[config.mk]
export PLATFORM = sky130hd
export DESIGN_NAME = pmp_check_seq
export DESIGN_NICKNAME = d
export VERILOG_FILES = /design/src/rtl/pmp_check_seq.sv
export SDC_FILE = /design/constraint.sdc
export NUM_CORES = 2
export LEC_CHECK = 0
export BUFFER_PORTS_ARGS = -buffer_cell sky130_fd_sc_hd__buf_4
export CELL_PAD_IN_SITES_DETAIL_PLACEMENT = 1
export CELL_PAD_IN_SITES_GLOBAL_PLACEMENT = 2
export CORE_ASPECT_RATIO = 1.2
export CORE_MARGIN = 5
export CORE_UTILIZATION = 35
export CTS_BUF_LIST = sky130_fd_sc_hd__clkbuf_16
export CTS_CLUSTER_SIZE = 30
export DETAILED_ROUTE_END_ITERATION = 8
export PLACE_DENSITY_LB_ADDON = 0.1
export SYNTH_ARGS = -nofsm -noshare
export SYNTH_HDL_FRONTEND = slang
export SYNTH_SLANG_ARGS = --single-unit
[constraint.sdc]
create_clock -name clk -period 9.99 [get_ports clk]
set_input_delay 0.4995 -clock clk [delete_from_list [all_inputs] [get_ports clk]]
set_output_delay 0.4995 -clock clk [all_outputs]
set_load 0.005 [all_outputs]
[src/rtl/pmp_check_seq.sv]
`default_nettype none
// ============================================================================
// Module : pmp_check_seq
// Sequential PMP checker: scans entries group by group and reports a decision.
// Rev    : 1.0
// ============================================================================
module pmp_check_seq #(
    parameter int  NUM_ENTRIES       = 16,
    parameter int  ENTRIES_PER_CYCLE = 4,
    localparam int IDX_W             = (NUM_ENTRIES > 1) ? $clog2(NUM_ENTRIES) : 1
) (
    input  logic                      clk,
    input  logic                      rst,
    input  logic [8*NUM_ENTRIES-1:0]  pmpcfg,
    input  logic [32*NUM_ENTRIES-1:0] pmpaddr,
    input  logic                      req_valid,
    output logic                      req_ready,
    input  logic [31:0]               req_addr,
    input  logic [1:0]                req_size,
    input  logic [1:0]                req_type,
    input  logic [1:0]                req_priv,
    output logic                      rsp_valid,
    input  logic                      rsp_ready,
    output logic                      rsp_allow,
    output logic                      rsp_hit,
    output logic                      rsp_partial,
    output logic [IDX_W-1:0]          rsp_idx
);
    localparam int NUM_GROUPS = NUM_ENTRIES / ENTRIES_PER_CYCLE;
    localparam int GRP_W      = (NUM_GROUPS > 1) ? $clog2(NUM_GROUPS) : 1;
    localparam logic [GRP_W-1:0] LAST_GRP = GRP_W'(NUM_GROUPS - 1);

    localparam logic [1:0] ST_IDLE = 2'd0;
    localparam logic [1:0] ST_SCAN = 2'd1;
    localparam logic [1:0] ST_RESP = 2'd2;

    logic [1:0]       state_q, state_d;
    logic [31:0]      addr_q, addr_d;
    logic [1:0]       size_q, size_d, type_q, type_d, priv_q, priv_d;
    logic [GRP_W-1:0] grp_q, grp_d;
    logic             rsp_valid_q, rsp_valid_d, rsp_allow_q, rsp_allow_d;
    logic             rsp_hit_q, rsp_hit_d, rsp_partial_q, rsp_partial_d;
    logic [IDX_W-1:0] rsp_idx_q, rsp_idx_d;

    // 36-bit range keeps the carry of hi and the 2^35 top of an all-ones NAPOT
    logic [35:0] lo, hi;
    assign lo = {4'b0, addr_q};
    assign hi = lo + (36'd1 << size_q) - 36'd1;

    logic [ENTRIES_PER_CYCLE-1:0] grp_match, grp_full, grp_perm, grp_lock;

    for (genvar j = 0; j < ENTRIES_PER_CYCLE; j++) begin : g_entry
        logic [IDX_W-1:0] e_idx, p_idx;
        logic [7:0]       cfg;
        logic [31:0]      a_cur, a_prev;
        logic [32:0]      napot_mask;
        logic [35:0]      base, top;
        logic             region_ok, perm;
        logic             unused_cfg;

        assign e_idx      = IDX_W'(int'(grp_q) * ENTRIES_PER_CYCLE + j);
        assign p_idx      = (e_idx == '0) ? '0 : e_idx - 1'b1;
        assign cfg        = pmpcfg[8*e_idx +: 8];
        assign a_cur      = pmpaddr[32*e_idx +: 32];
        assign a_prev     = (e_idx == '0) ? 32'd0 : pmpaddr[32*p_idx +: 32];
        // Low t+1 bits set, where t is the count of trailing ones
        assign napot_mask = {1'b0, a_cur} ^ ({1'b0, a_cur} + 33'd1);
        assign unused_cfg = ^cfg[6:5];

        always_comb begin
            base      = '0;
            top       = '0;
            region_ok = 1'b0;
            case (cfg[4:3])
                2'b01: begin
                    base      = {2'b0, a_prev, 2'b0};
                    top       = {2'b0, a_cur, 2'b0};
                    region_ok = (base < top);
                end
                2'b10: begin
                    base      = {2'b0, a_cur, 2'b0};
                    top       = base + 36'd4;
                    region_ok = 1'b1;
                end
                2'b11: begin
                    base      = {1'b0, ({1'b0, a_cur} & ~napot_mask), 2'b0};
                    top       = base + {({1'b0, napot_mask} + 34'd1), 2'b0};
                    region_ok = 1'b1;
                end
                default: ;
            endcase
        end

        always_comb begin
            case (type_q)
                2'b01:   perm = cfg[1];
                2'b10:   perm = cfg[2];
                default: perm = cfg[0];
            endcase
        end

        assign grp_match[j] = region_ok && (lo < top) && (hi >= base);
        assign grp_full[j]  = region_ok && (lo >= base) && (hi < top);
        assign grp_perm[j]  = perm;
        assign grp_lock[j]  = cfg[7];
    end

    logic             sel_any, sel_full, sel_perm, sel_lock;
    logic [IDX_W-1:0] sel_idx;

    always_comb begin
        sel_any  = 1'b0;
        sel_full = 1'b0;
        sel_perm = 1'b0;
        sel_lock = 1'b0;
        sel_idx  = '0;
        for (int j = ENTRIES_PER_CYCLE - 1; j >= 0; j--) begin
            if (grp_match[j]) begin
                sel_any  = 1'b1;
                sel_full = grp_full[j];
                sel_perm = grp_perm[j];
                sel_lock = grp_lock[j];
                sel_idx  = IDX_W'(int'(grp_q) * ENTRIES_PER_CYCLE + j);
            end
        end
    end

    always_comb begin
        state_d       = state_q;
        addr_d        = addr_q;
        size_d        = size_q;
        type_d        = type_q;
        priv_d        = priv_q;
        grp_d         = grp_q;
        rsp_valid_d   = rsp_valid_q;
        rsp_allow_d   = rsp_allow_q;
        rsp_hit_d     = rsp_hit_q;
        rsp_partial_d = rsp_partial_q;
        rsp_idx_d     = rsp_idx_q;
        case (state_q)
            ST_IDLE: begin
                if (req_valid) begin
                    addr_d  = req_addr;
                    size_d  = req_size;
                    type_d  = req_type;
                    priv_d  = req_priv;
                    grp_d   = '0;
                    state_d = (req_size == 2'b11) ? ST_RESP : ST_SCAN;
                end
            end
            ST_SCAN: begin
                if (sel_any || grp_q == LAST_GRP) begin
                    state_d       = ST_RESP;
                    rsp_valid_d   = 1'b1;
                    rsp_hit_d     = sel_any;
                    rsp_idx_d     = sel_idx;
                    rsp_partial_d = sel_any && !sel_full;
                    if (!sel_any)
                        rsp_allow_d = (priv_q == 2'b11);
                    else if (sel_full)
                        rsp_allow_d = (!sel_lock && priv_q == 2'b11) || sel_perm;
                    else
                        rsp_allow_d = 1'b0;
                end else begin
                    grp_d = grp_q + 1'b1;
                end
            end
            ST_RESP: begin
                // Illegal-size requests arrive here without a response yet
                if (!rsp_valid_q) begin
                    rsp_valid_d   = 1'b1;
                    rsp_allow_d   = 1'b0;
                    rsp_hit_d     = 1'b0;
                    rsp_partial_d = 1'b0;
                    rsp_idx_d     = '0;
                end else if (rsp_ready) begin
                    state_d       = ST_IDLE;
                    rsp_valid_d   = 1'b0;
                    rsp_allow_d   = 1'b0;
                    rsp_hit_d     = 1'b0;
                    rsp_partial_d = 1'b0;
                    rsp_idx_d     = '0;
                end
            end
            default: state_d = ST_IDLE;
        endcase
    end

    always_ff @(posedge clk or posedge rst) begin
        if (rst) begin
            state_q       <= ST_IDLE;
            addr_q        <= '0;
            size_q        <= '0;
            type_q        <= '0;
            priv_q        <= '0;
            grp_q         <= '0;
            rsp_valid_q   <= 1'b0;
            rsp_allow_q   <= 1'b0;
            rsp_hit_q     <= 1'b0;
            rsp_partial_q <= 1'b0;
            rsp_idx_q     <= '0;
        end else begin
            state_q       <= state_d;
            addr_q        <= addr_d;
            size_q        <= size_d;
            type_q        <= type_d;
            priv_q        <= priv_d;
            grp_q         <= grp_d;
            rsp_valid_q   <= rsp_valid_d;
            rsp_allow_q   <= rsp_allow_d;
            rsp_hit_q     <= rsp_hit_d;
            rsp_partial_q <= rsp_partial_d;
            rsp_idx_q     <= rsp_idx_d;
        end
    end

    assign req_ready   = (state_q == ST_IDLE);
    assign rsp_valid   = rsp_valid_q;
    assign rsp_allow   = rsp_allow_q;
    assign rsp_hit     = rsp_hit_q;
    assign rsp_partial = rsp_partial_q;
    assign rsp_idx     = rsp_idx_q;

endmodule
`default_nettype wire

; ---- Yosys cells after proc, flatten, opt, wreduce, memory -nomap -nowiden
; Cells that the tools add are included.
[op_classes]
addsub = 26
magnitude_cmp = 20
eq_ne = 25
shifts = 13
n_mux = 71
n_bitwise = 12
reduce_logical = 38
[op_table]
columns = op, count
row1 = 512-bit by 10-bit variable part select with 32-bit output, 8
row2 = 128-bit by 8-bit variable part select with 8-bit output, 4
row3 = 36-bit case mux with 3 select lines, 4
row4 = 35-bit case mux with 3 select lines, 4
row5 = 35-bit by 36-bit adder with 36-bit output, 4
row6 = 32-bit by 36-bit greater-or-equal comparator with 1-bit output, 4
row7 = 36-bit greater-or-equal comparator, 4
row8 = 32-bit by 36-bit < comparator with 1-bit output, 4
row9 = 36-bit < comparator, 4
row10 = "34-bit by 3-bit adder with 35-bit output, second input constant", 4
row11 = "33-bit by 1-bit adder with 34-bit output, second input constant", 4
row12 = 34-bit < comparator, 4
row13 = "32-bit by 1-bit adder with 33-bit output, second input constant", 4
row14 = 32-bit by 33-bit bitwise AND with 33-bit output, 4
row15 = 33-bit inverter, 4
row16 = 32-bit by 33-bit XOR with 33-bit output, 4
row17 = 32-bit two-way mux, 4
row18 = 4-bit two-way mux, 11
row19 = 32-bit by 36-bit adder with 36-bit output, 1
row20 = "1-bit by 2-bit << shifter with 36-bit output, first input constant", 1
row21 = "36-bit by 1-bit subtractor with 36-bit output, second input constant", 1
row22 = "2-bit == test, second input constant", 13
row23 = 1-bit two-way mux, 26
row24 = 1-bit case mux with 2 select lines, 12
row25 = 21 further kinds, 68
[totals]
register_bits = 50
inputBits = 682
output_inout_bits = 9
wordCells = 216

; ---- Longest topological paths before layout
[logic_depth]
word_depth = 22
mapped_depth = 44
ltp_nobuf = 39

; ---- Least setup slack after synthesis
; OpenSTA, ideal clock, no wires.
[synth_path]
path_type = reg2reg
startpoint = reg grp_q[1]
endpoint = reg grp_q[1]
setup_ns = 0.126
arrival_time_ns = 8.604
required_time_ns = 9.864
path_slack_ns = 1.260
stages_incl_launch_ff = 42
n_path_buf = 5
period_less_slack_ns = 8.730
path_cell_list = dfrtp_1 buf_4 buf_2 buf_2 buf_2 mux4_2 ha_1 nand4_1 or3_1 clkbuf_1 or3_1 ha_1 xnor2_2 nand4_1 nand4b_1 nor2_1 xor2_1 ha_1 [... 6 more ...] a21o_1 a21oi_1 xnor2_1 nand2_1 a32oi_1 ha_1 nor2b_1 o21ai_0 nand2b_1 a211oi_1 o211a_1 o41ai_1 and4_1 a311oi_4 nand3b_4 nor2_4 and4_4 a311o_1
[synth_via]
elab_chain_cells = 18
elab_cells_between_ends = 118
cone_classes = add/sub (24) / order compare (12) / eq/ne (14) / shift (12) / mux (26) / bitwise (12) / reduce/logical (18)
[synth_rtl]
columns = item, line
row1 = from (decl), 40  ; logic [GRP_W-1:0] grp_q, grp_d;
row2 = from (signal assigned), 208  ; grp_q <= grp_d;
row3 = branches (longest 18 deep; another with 35-bit by 36-bit adder with 36-bit output), -
; Several ways; the timed one is not identified. The select of a mux whose other input is x is not followed.
; A chain may end at the register's enable or synchronous reset.

; ---- Final worst setup path
[layout_path]
startpoint = reg grp_q[0]
endpoint = reg rsp_allow_q, in the netlist rsp_allow
[layout_via]
elab_chain_cells = 22
elab_cells_between_ends = 154
cone_classes = add/sub (23) / order compare (20) / eq/ne (14) / shift (12) / mux (44) / bitwise (12) / reduce/logical (29)
[layout_rtl]
columns = item, line
row1 = branches (longest 22 deep; another with 35-bit by 36-bit adder with 36-bit output), -
row2 = to (signal assigned), 210  ; rsp_allow_q <= rsp_allow_d;
row3 = to (decl), 41  ; logic rsp_valid_q, rsp_valid_d, rsp_allow_q, rsp_allow_d;
; Several ways; the timed one is not identified. The select of a mux whose other input is x is not followed.

==> flow_summary.yaml <==
critical_path:
  path_max_fanout: 21
  cp_num_buf_inv: 7
  crit_path_max_incr_delay_ns: 0.64
  cp_common_cell: "buf_4"
  worst_setup_path_start_kind: "flop"
  required_ns: 10.20
  critical-path-slowest-cell: "mux4_2"
  arrival_ns: 9.86
  crit_family: "simple AND/OR/NAND/NOR gates"
  critical_path_class: "flop to flop"
  endpoint_kind: "flop"
layout:
  layout.area.seq_mm2: 0.00126
  nets: 7572
  nFillCells: 14200
  layout-drive-gt1-share: 0.219
  final_cell_mix: "979 x buf_4, 920 x ha_1, 634 x nand2_1, 538 x a21oi_1, 274 x o21ai_0"
  layoutNonFillerInstCount: 7494
  final_common_cell: "buf_4"
  syn_to_final_growth_pct: 21.7
  multi_input_area_mm2: 0.0374
outcome:
  status: "finished clean"
clock_tree:
  h-tree-depth: 2
  clockBufferDepth: 2
  cts-root-buf: "clkbuf_16"
  clock_sinks: 50
  clkTransAtPathRegs_ns: 0.08
  cts_buffers: 5
  cts_hold_buf: 0
  clock_latency_ns: 0.32
  cts_tree: "built"
sta:
  hold_slack_ns: 0.373
  finalHoldViolations: 0
  finClkSkew_ns: 0.0133
  fin_crit_ns: 9.65
  worstMarginPinSlew_ns: 1.20
  max_freq_mhz: 104
  setup_slack_ns: 0.343
  setup_tns_ns: 0
  finalSetupViolations: 0
  slew_violations: 0
  rsz0062_at_grt: "false"
  slew_headroom: 0.196
  min_period_over_period: 0.966
global_route:
  grt_overflow_total: 0
  track_usage: 0.367
  antenna_found_initial: 38
  grt_max_degree: 88
  grt_pass1_vias: 48000
  grt_pass1_wl_mm: 333
synth:
  synth-edff-count: 0
  syn-instance-count: 5186
  synth_seq_cells: 50
  synthFlopType: "dfrtp_1"
  syn_avg_cell_area_um2: 7.81
  synth_cell_types: 103
  syn_area_mm2: 0.0405
  ys_seq_area_frac: 0.0309
  synthArstFlopShare: 1.00
  syn_nets: 6795
  yosys_warnings: 0
route:
  drt_iter0_drc: 3390
  num_vias: 46700
  wl_per_cell_um: 31.7
  via_per_inst: 6.23
  dr.pass1.iters: 5
  drc: 0
  drt-total-wl_mm: 238
  ant_nets: 0
job:
  max-cap-violations: 0
die:
  start_util: 0.353
  core_region_area_mm2: 0.115
  io-pin-count: 691
  dieArea_mm2: 0.123
  num_rows: 136
  die_w_um: 321
  fp.dieH_um: 383
power_and_ir_drop:
  p_leak_nw: 22.6
  vdd_drop_max_mv: 0.273
  cellPowerDensity_mw_per_mm2: 454
placed_design:
  portBuffers: 658
  dp_cells: 7464
  dp_hpwl_mm: 204
  dp_slack_ns: 0.146
  finalWeightedCongestion: 0.957
min_path:
  min_path_type: "primary input to asynchronous set/reset pin"
[layer usage]
metal / track usage / vias to the layer above / wire length, µm
met5: 0 / - / 109
met1: 0.459 / 23200 / 97700
met3: 0.0569 / 463 / 16600
met2: 0.605 / 1852 / 107000
li1: - / 21200 / -
met4: 0.203 / 16 / 16600
[worst min-delay path, cell delays in order]
cell and delay [ns]:
buf_4 0.11, inv_2 0.03, buf_4 0.54
[stage by stage]
step | power (mW) | instance area [µm²] | util
after floorplan | 13.8 | 40500 | -
after global placement | 21.0 | 48900 | 0.426
after detailed placement | 21.6 | 48900 | 0.426
after CTS | 21.9 | 49100 | 0.427
after global routing | 24.3 | 49300 | 0.429
final | 22.4 | 49300 | 0.429
[power breakdown]
group | internal, mW | total, mW | switching [mW]
combinational | 8.60 | 21.7 | 13.1
clock | 0.0964 | 0.190 | 0.0934
sequential | 0.292 | 0.544 | 0.252
total | 8.99 | 22.4 | 13.4
[sequential cells by signal, summed over array words and instances, names as in the netlist]
register	count
grp_q	2
priv_q	2
rsp_idx	4
type_q	2
rsp_allow	1
addr_q	32
rsp_partial	1
rsp_hit	1
size_q	2
state_q	2
rsp_valid	1
[synthesized netlist by cell type (all sizes together) (12+ instances only)]
cell	count	area share
a211o	12	0.0026
a211oi	48	0.0089
a21boi	12	0.0022
a21o	260	0.048
a21oi	538	0.066
a221oi	14	0.0030
a22oi	67	0.012
a31oi	24	0.0037
a32oi	50	0.011
and2	30	0.0046
and3	41	0.0064
and4	33	0.0072
buf	78	0.012
clkbuf	143	0.013
dfrtp	50	0.031
ha	922	0.28
inv	256	0.024
mux2	14	0.0039
mux2i	20	0.0050
mux4	182	0.10
nand2	635	0.059
nand2b	49	0.0076
nand3	127	0.016
nand4	179	0.028
nor2	250	0.024
nor2b	97	0.015
nor3	61	0.0081
nor4	26	0.0050
o2111ai	14	0.0030
o211ai	33	0.0061
o21a	42	0.0078
o21ai	289	0.036
o21bai	24	0.0044
o22ai	16	0.0025
o31ai	15	0.0036
or3	23	0.0036
xnor2	256	0.061
xor2	113	0.024
[timing repair]
action	in CTS	in global routing
setup endpoints to repair	0	12
resized for setup	0	27
buffers inserted	0	10
[final cells by class]
cell class,instances,share of cell area
Antenna cell,12,0.000609
Clock buffer,5,0.00254
Clock inverter,3,0.000584
Inverter,257,0.0196
Multi-Input combinational cell,4658,0.759
Sequential cell,50,0.0255
Tap cell,1518,0.0385
Timing Repair Buffer,991,0.154
[cell families (layout without fill, tap and decap cells)]
kind of cell / after synthesis / count (layout) / synth area share
compound gates: 1559 / 1559 / 0.246
xor+xnor: 369 / 369 / 0.0851
fa+ha+maj: 927 / 927 / 0.287
buf+inv: 478 / 1256 / 0.0495
flops: 50 / 50 / 0.0309
mux: 216 / 216 / 0.110
other cells: 0 / 12 / 0
simple gates: 1587 / 1587 / 0.191
[worst paths after layout]
kind | end | slack, ns | cells past startpoint | from
worst max-delay path | rsp_allow | 0.34 | 40 | grp_q[0]
worst min-delay path | type_q[1] | 0.37 | 3 | rst
worst max register to register | rsp_allow | 0.34 | 40 | grp_q[0]
worst min register to register | rsp_partial | 0.48 | 2 | rsp_partial
max in group asynchronous | grp_q[0] | 9.08 | 3 | rst
min in group clk | type_q[0] | 0.39 | 3 | req_type[0]
Note: power is estimated with default switching activity, not from simulation.
